===== config.mk =====
export PLATFORM = sky130hd
export DESIGN_NAME = perf_event_monitor
export DESIGN_NICKNAME = d
export VERILOG_FILES = /design/src/rtl/perf_pkg.sv /design/src/rtl/perf_counter.sv /design/src/rtl/perf_event_monitor.sv
export SDC_FILE = /design/constraint.sdc
export NUM_CORES = 1
export LEC_CHECK = 0
export ABC_AREA = 1
export BUFFER_PORTS_ARGS = -buffer_cell sky130_fd_sc_hd__buf_4
export CORE_UTILIZATION = 44
export CTS_CLUSTER_SIZE = 24
export DETAILED_ROUTE_END_ITERATION = 10
export GPL_TIMING_DRIVEN = 1
export SYNTH_ARGS = -nofsm -noshare
export SYNTH_HDL_FRONTEND = slang
export SYNTH_SLANG_ARGS = --single-unit

===== constraint.sdc =====
create_clock -name clk_i -period 41.8 [get_ports clk_i]
set_input_delay 12.54 -clock clk_i [delete_from_list [all_inputs] [get_ports clk_i]]
set_output_delay 12.54 -clock clk_i [all_outputs]
set_load 0.03 [all_outputs]

===== src/rtl/perf_pkg.sv =====
// Shared state encodings and sizing helper for the performance event monitor.
package perf_pkg;

  typedef enum logic [1:0] {IDLE, RUN, HALT} run_state_t;
  typedef enum logic {SIDLE, SEND} snap_state_t;

  function automatic int unsigned idx_w(input int unsigned n);
    return (n > 1) ? $clog2(n) : 1;
  endfunction

endpackage


===== src/rtl/perf_counter.sv =====
// Single event counter with sticky overflow flag; wraps or saturates on overflow.
module perf_counter
  import perf_pkg::*;
#(
  parameter int unsigned CNT_W    = 32,
  parameter bit          SATURATE = 1'b0
) (
  input  logic             clk_i,
  input  logic             rst_i,
  input  logic             inc_i,
  input  logic             clr_i,
  output logic [CNT_W-1:0] cnt_o,
  output logic             ovf_o
);

  always_ff @(posedge clk_i or posedge rst_i) begin
    if (rst_i) begin
      cnt_o <= '0;
      ovf_o <= 1'b0;
    end else if (clr_i) begin
      cnt_o <= '0;
      ovf_o <= 1'b0;
    end else if (inc_i) begin
      if (&cnt_o) begin
        ovf_o <= 1'b1;
        cnt_o <= SATURATE ? cnt_o : '0;
      end else begin
        cnt_o <= cnt_o + CNT_W'(1);
      end
    end
  end

endmodule


===== src/rtl/perf_event_monitor.sv =====
// Cycle counter plus NUM_EVENTS event counters, with a cycle limit and a
// snapshot that is streamed out one counter per valid/ready handshake.
module perf_event_monitor
  import perf_pkg::*;
#(
  parameter int unsigned     NUM_EVENTS  = 4,
  parameter int unsigned     CNT_W       = 32,
  parameter longint unsigned CYCLE_LIMIT = 64,
  parameter bit              SATURATE    = 1'b0,
  localparam int unsigned    N           = NUM_EVENTS + 1,
  localparam int unsigned    IDX_W       = idx_w(N)
) (
  input  logic                  clk_i,
  input  logic                  rst_i,
  input  logic                  start_i,
  input  logic                  clear_i,
  input  logic [NUM_EVENTS-1:0] event_i,
  input  logic                  snap_req_i,
  output logic                  snap_valid_o,
  input  logic                  snap_ready_i,
  output logic [IDX_W-1:0]      snap_idx_o,
  output logic [CNT_W-1:0]      snap_data_o,
  output logic                  snap_last_o,
  output logic                  running_o,
  output logic                  done_o,
  output logic [N-1:0]          ovf_o
);

  if (NUM_EVENTS < 1 || NUM_EVENTS > 15) begin : g_bad_num_events
    $error("perf_event_monitor: NUM_EVENTS must be 1..15");
  end
  if (CNT_W < 8 || CNT_W > 64) begin : g_bad_cnt_w
    $error("perf_event_monitor: CNT_W must be 8..64");
  end
  if (CNT_W < 64 && CYCLE_LIMIT >= (64'd1 << CNT_W)) begin : g_bad_limit
    $error("perf_event_monitor: CYCLE_LIMIT does not fit in CNT_W bits");
  end

  localparam bit               HAS_LIMIT = (CYCLE_LIMIT != 0);
  // Halt is decided one edge early so the limiting edge still counts its events.
  localparam logic [CNT_W-1:0] LIMIT_M1  = CNT_W'(CYCLE_LIMIT - 64'd1);
  localparam logic [IDX_W-1:0] LAST_IDX  = IDX_W'(N - 1);

  run_state_t       run_q, run_d;
  snap_state_t      snap_q, snap_d;
  logic [IDX_W-1:0] idx_q, idx_d;
  logic             capture;
  logic [N-1:0]     inc;
  logic [CNT_W-1:0] cnt    [N];
  logic [CNT_W-1:0] shadow [N];

  assign running_o = (run_q == RUN);
  assign done_o    = (run_q == HALT);
  assign inc       = running_o ? {event_i, 1'b1} : '0;

  for (genvar i = 0; i < N; i++) begin : g_cnt
    perf_counter #(
      .CNT_W    (CNT_W),
      .SATURATE (SATURATE)
    ) u_cnt (
      .clk_i (clk_i),
      .rst_i (rst_i),
      .inc_i (inc[i]),
      .clr_i (clear_i),
      .cnt_o (cnt[i]),
      .ovf_o (ovf_o[i])
    );
  end

  always_ff @(posedge clk_i or posedge rst_i) begin
    if (rst_i) run_q <= IDLE;
    else       run_q <= run_d;
  end

  always_comb begin
    run_d = run_q;
    if (clear_i) begin
      run_d = IDLE;
    end else begin
      case (run_q)
        IDLE: if (start_i) run_d = RUN;
        RUN: begin
          if (HAS_LIMIT && cnt[0] == LIMIT_M1) run_d = HALT;
          else if (!start_i)                   run_d = IDLE;
        end
        HALT:    run_d = HALT;
        default: run_d = IDLE;
      endcase
    end
  end

  always_ff @(posedge clk_i or posedge rst_i) begin
    if (rst_i) begin
      snap_q <= SIDLE;
      idx_q  <= '0;
    end else begin
      snap_q <= snap_d;
      idx_q  <= idx_d;
    end
  end

  always_comb begin
    snap_d  = snap_q;
    idx_d   = idx_q;
    capture = 1'b0;
    case (snap_q)
      SIDLE: begin
        if (snap_req_i) begin
          snap_d  = SEND;
          idx_d   = '0;
          capture = 1'b1;
        end
      end
      SEND: begin
        if (snap_ready_i) begin
          if (idx_q == LAST_IDX) begin
            snap_d = SIDLE;
            idx_d  = '0;
          end else begin
            idx_d = idx_q + IDX_W'(1);
          end
        end
      end
      default: snap_d = SIDLE;
    endcase
  end

  always_ff @(posedge clk_i or posedge rst_i) begin
    if (rst_i) begin
      for (int unsigned i = 0; i < N; i++) shadow[i] <= '0;
    end else if (capture) begin
      for (int unsigned i = 0; i < N; i++) shadow[i] <= cnt[i];
    end
  end

  assign snap_valid_o = (snap_q == SEND);
  assign snap_idx_o   = idx_q;
  assign snap_last_o  = snap_valid_o && (idx_q == LAST_IDX);
  assign snap_data_o  = snap_valid_o ? shadow[idx_q] : '0;

endmodule


==> metrics.md <==
| Metric | Value |
|---|---|
| Reg2Reg Depth | `4` |
| Reg area | `8280 sq um` |
| Synth unique cells | `44` |
| Hold Crit Depth | `2` |
| Vias | `15,467` |
| Core Footprint | `39,000 sq um` |
| Placement Rows | `72` |
| Peak supply drop | `0.0000294 V` |
| Met1 WL | `24.9 mm` |
| Setup bufs post-CTS | `0` |
| FILL cells | `3,835` |
| RSZ-0062 raised after global routing | `false` |
| Die Wd | `202 um` |
| Register share of total power | `36.2%` |
| P_int | `0.000655 W` |
| Routed met3 length | `2.81 mm` |
| Reg clk slew, reported paths | `0.06 ns` |
| Final hold vios | `0` |
| Multi-input gate area | `8000 sq um` |
| Maximum fanout along the worst path | `36` |
| Root Buffer | `clkbuf_16` |
| WHS | `0.477 ns` |
| MaxCap Viol Count | `0` |
| Max_slew headroom | `35.4%` |
| Port buffer count | `53` |
| Setup violation total in the final timing report | `0` |
| Vias per cell | `5.36` |
| Run status | `completed` |
| R2r startpoint | `snap_valid_o` |
| First-pass DRT Iterations | `7` |
| Syn_nets | `2,337` |
| Pins Over Slew Limit | `0` |
| Number of I/O pins | `54` |
| PD cells | `51.3 nW/um^2` |
| H-tree levels | `2` |
| CP Capture Type | `output pin` |
| FF-to-FF End | `shadow[133]` |
| Gpl congestion | `0.984` |
| CP arrival | `3.09 ns` |
| TritonCTS Buffers | `39` |
| Area contributors post-synth | `dfrtp_1 (47%), nand2_1 (14%), nor2_1 (8.7%), o21ai_0 (6.0%), inv_1 (4.2%)` |
| Gate Count Post-Synth | `2,320` |
| Vias in the first global route | `14,615` |
| Yosys top cell area share | `47.2%` |
| Seq cells post-synth | `331` |
| Leakage power | `8.80 nW` |
| Final min period | `15.63 ns` |
| Worst skew pair latency | `0.56 ns` |
| Switching share of power | `35.0%` |
| Avg Cell Area, Syn | `7.56 sq um` |
| Total track usage | `28.1%` |
| Avg WL per Cell | `19.6 um` |
| Synthesized cell area | `17,500 sq um` |
| Worst min path class | `flop to flop` |
| Clk buf depth | `3` |
| First-pass GRT wire length | `86.8 mm` |
| Sink Count | `331` |
| Min-Delay Endpoint | `shadow[51]` |
| Flop2flop setup slack | `38.93 ns` |
| Crit Path Category | `flop to output pin` |
| Fmax | `0.0640 GHz` |
| CTS tree | `yes` |
| Drt total wl | `56.4 mm` |
| Slew of the pin with the lowest slew margin | `0.970 ns` |
| Antenna Cells | `0` |
| Crit share post-route | `37.4%` |
| CP Launch Type | `flop` |
| Share of cells above drive strength 1 | `9.51%` |
| Syn-to-layout area delta | `12.0%` |
| Die Span Y | `202 um` |
| Leading cell type in the layout, fill and taps excluded | `nand2_1` |
| Largest net degree at the start of global routing | `148` |
| Worst Path Required | `29.26 ns` |
| Top sig layer | `met4` |
| Setup TNS | `0 ns` |
| Area leader, netlist | `dfrtp_1` |
| Initial antenna violation count | `0` |
| Cts hold-fix bufs | `0` |
| Commonest non-fill, non-tap cells in the layout | `nand2_1 (655), nor2_1 (408), dfrtp_1 (330), o21ai_0 (211), inv_1 (194)` |
| Met2 WL | `25.6 mm` |
| Initial Util | `45.0%` |
| Initial DRC count | `1,312` |
| Yosys warnings | `0` |
| Dpl hpwl | `41.9 mm` |
| Net Sw Power | `0.000353 W` |
| Register area share after synthesis | `47.2%` |
| Setup Skew | `0.0144 ns` |
| Hold Crit Start | `shadow[51]` |
| Drc violations | `0` |
| Grt total ovfl | `0` |
| Post-cts resize count | `0` |
| Clk pwr share | `38.1%` |
| Final net count | `2,353` |
| Antenna-violating nets left | `0` |
| Die area | `40,700 sq um` |
| Combinational share of power | `25.7%` |
Yosys cell counts, drive strengths merged:
library cell	count
dfrtp	331
and2	5
xnor2	5
o41ai	1
nand3	100
nor4	1
nor2	427
buf	44
o2bb2ai	1
o2111ai	1
a31oi	2
a21oi	51
nand4	44
nor3	22
mux2	46
nand3b	2
nor3b	1
ha	7
clkinv	4
clkbuf	41
nand2	668
or2	1
xor2	60
o22ai	35
inv	206
o21ai	214
how the worst max path moves through the flow:
| stage | slack (ns) | cells past startpoint | to | startpoint |
|---|---|---|---|---|
| floorplan | 20.09 | 1 | g_cnt[0].u_cnt.cnt_o[0] | rst_i |
| global route | 25.96 | 6 | snap_data_o[25] | snap_idx_o[1] |
| finish | 26.17 | 6 | snap_data_o[21] | snap_idx_o[1] |
| global placement | 26.77 | 4 | g_cnt[3].u_cnt.cnt_o[16] | rst_i |
| CTS | 26.22 | 6 | snap_data_o[0] | snap_idx_o[2] |
| detailed placement | 26.75 | 4 | g_cnt[3].u_cnt.cnt_o[16] | rst_i |
cells by family (layout without fill, tap and decap cells):
| logic type | after synthesis | in the layout | share of synthesized area, % |
|---|---|---|---|
| simple gates | 1271 | 1271 | 29.7 |
| buf+inv | 295 | 340 | 7.23 |
| flops | 331 | 331 | 47.2 |
| mux | 46 | 46 | 2.95 |
| compound gates | 305 | 305 | 9.10 |
| xor+xnor | 65 | 65 | 3.25 |
| fa+ha+maj | 7 | 7 | 0.499 |
final cells by class:
class	count	share of cell area (%)
sequential	331	42.2
multi-input combinational	1694	40.7
clock buffer	51	5.77
inverter	210	4.13
tap	518	3.30
timing repair buffer	60	2.36
clock inverter	19	1.58
registers in the layout (all words and copies together) (netlist names):
| register | count |
|---|---|
| g_cnt.u_cnt.cnt_o | 160 |
| shadow | 160 |
| g_cnt.u_cnt.ovf_o | 5 |
| snap_idx_o | 3 |
| run_q | 2 |
| snap_valid_o | 1 |
power groups by stage:
| stage | Combinational (W) | Sequential (W) | Clock, W |
|---|---|---|---|
| after CTS | 0.000255 | 0.000365 | 0.000390 |
| after global routing | 0.000274 | 0.000367 | 0.000401 |
| final | 0.000259 | 0.000365 | 0.000384 |
| after global placement | 0.000253 | 0.000370 | 0 |
| after floorplan | 0.000168 | 0.000359 | 0 |
| after detailed placement | 0.000255 | 0.000370 | 0 |
metal layers:
layer	vias to the layer above	track usage, %
met3	143	3.48
met5	-	0
li1	7427	-
met2	464	44.1
met1	7433	37.8
met4	0	15.2
through the flow:
stage / total power [W] / setup WS (ns) / cell area, sq um / util [%] / instances
2_1_floorplan: 0.000527 / 20.09 / 17500 / - / 2320
3_3_place_gp: 0.000623 / 26.77 / 18200 / 46.7 / 2813
3_5_place_dp: 0.000625 / 26.75 / 18200 / 46.7 / 2813
4_1_cts: 0.00101 / 26.22 / 19600 / 50.4 / 2883
5_1_grt: 0.00104 / 25.96 / 19600 / 50.4 / 2883
6_report: 0.00101 / 26.17 / 19600 / 50.4 / 2883
worst max-delay path, cell delays in order (launching register included):
cell	delay, ns
dfrtp_1	0.68
inv_1	0.84
o21ai_0	0.22
o22ai_1	0.30
nand2_1	0.09
a21oi_1	0.20
buf_4	0.19
Power figures use the tool's default switching activity.
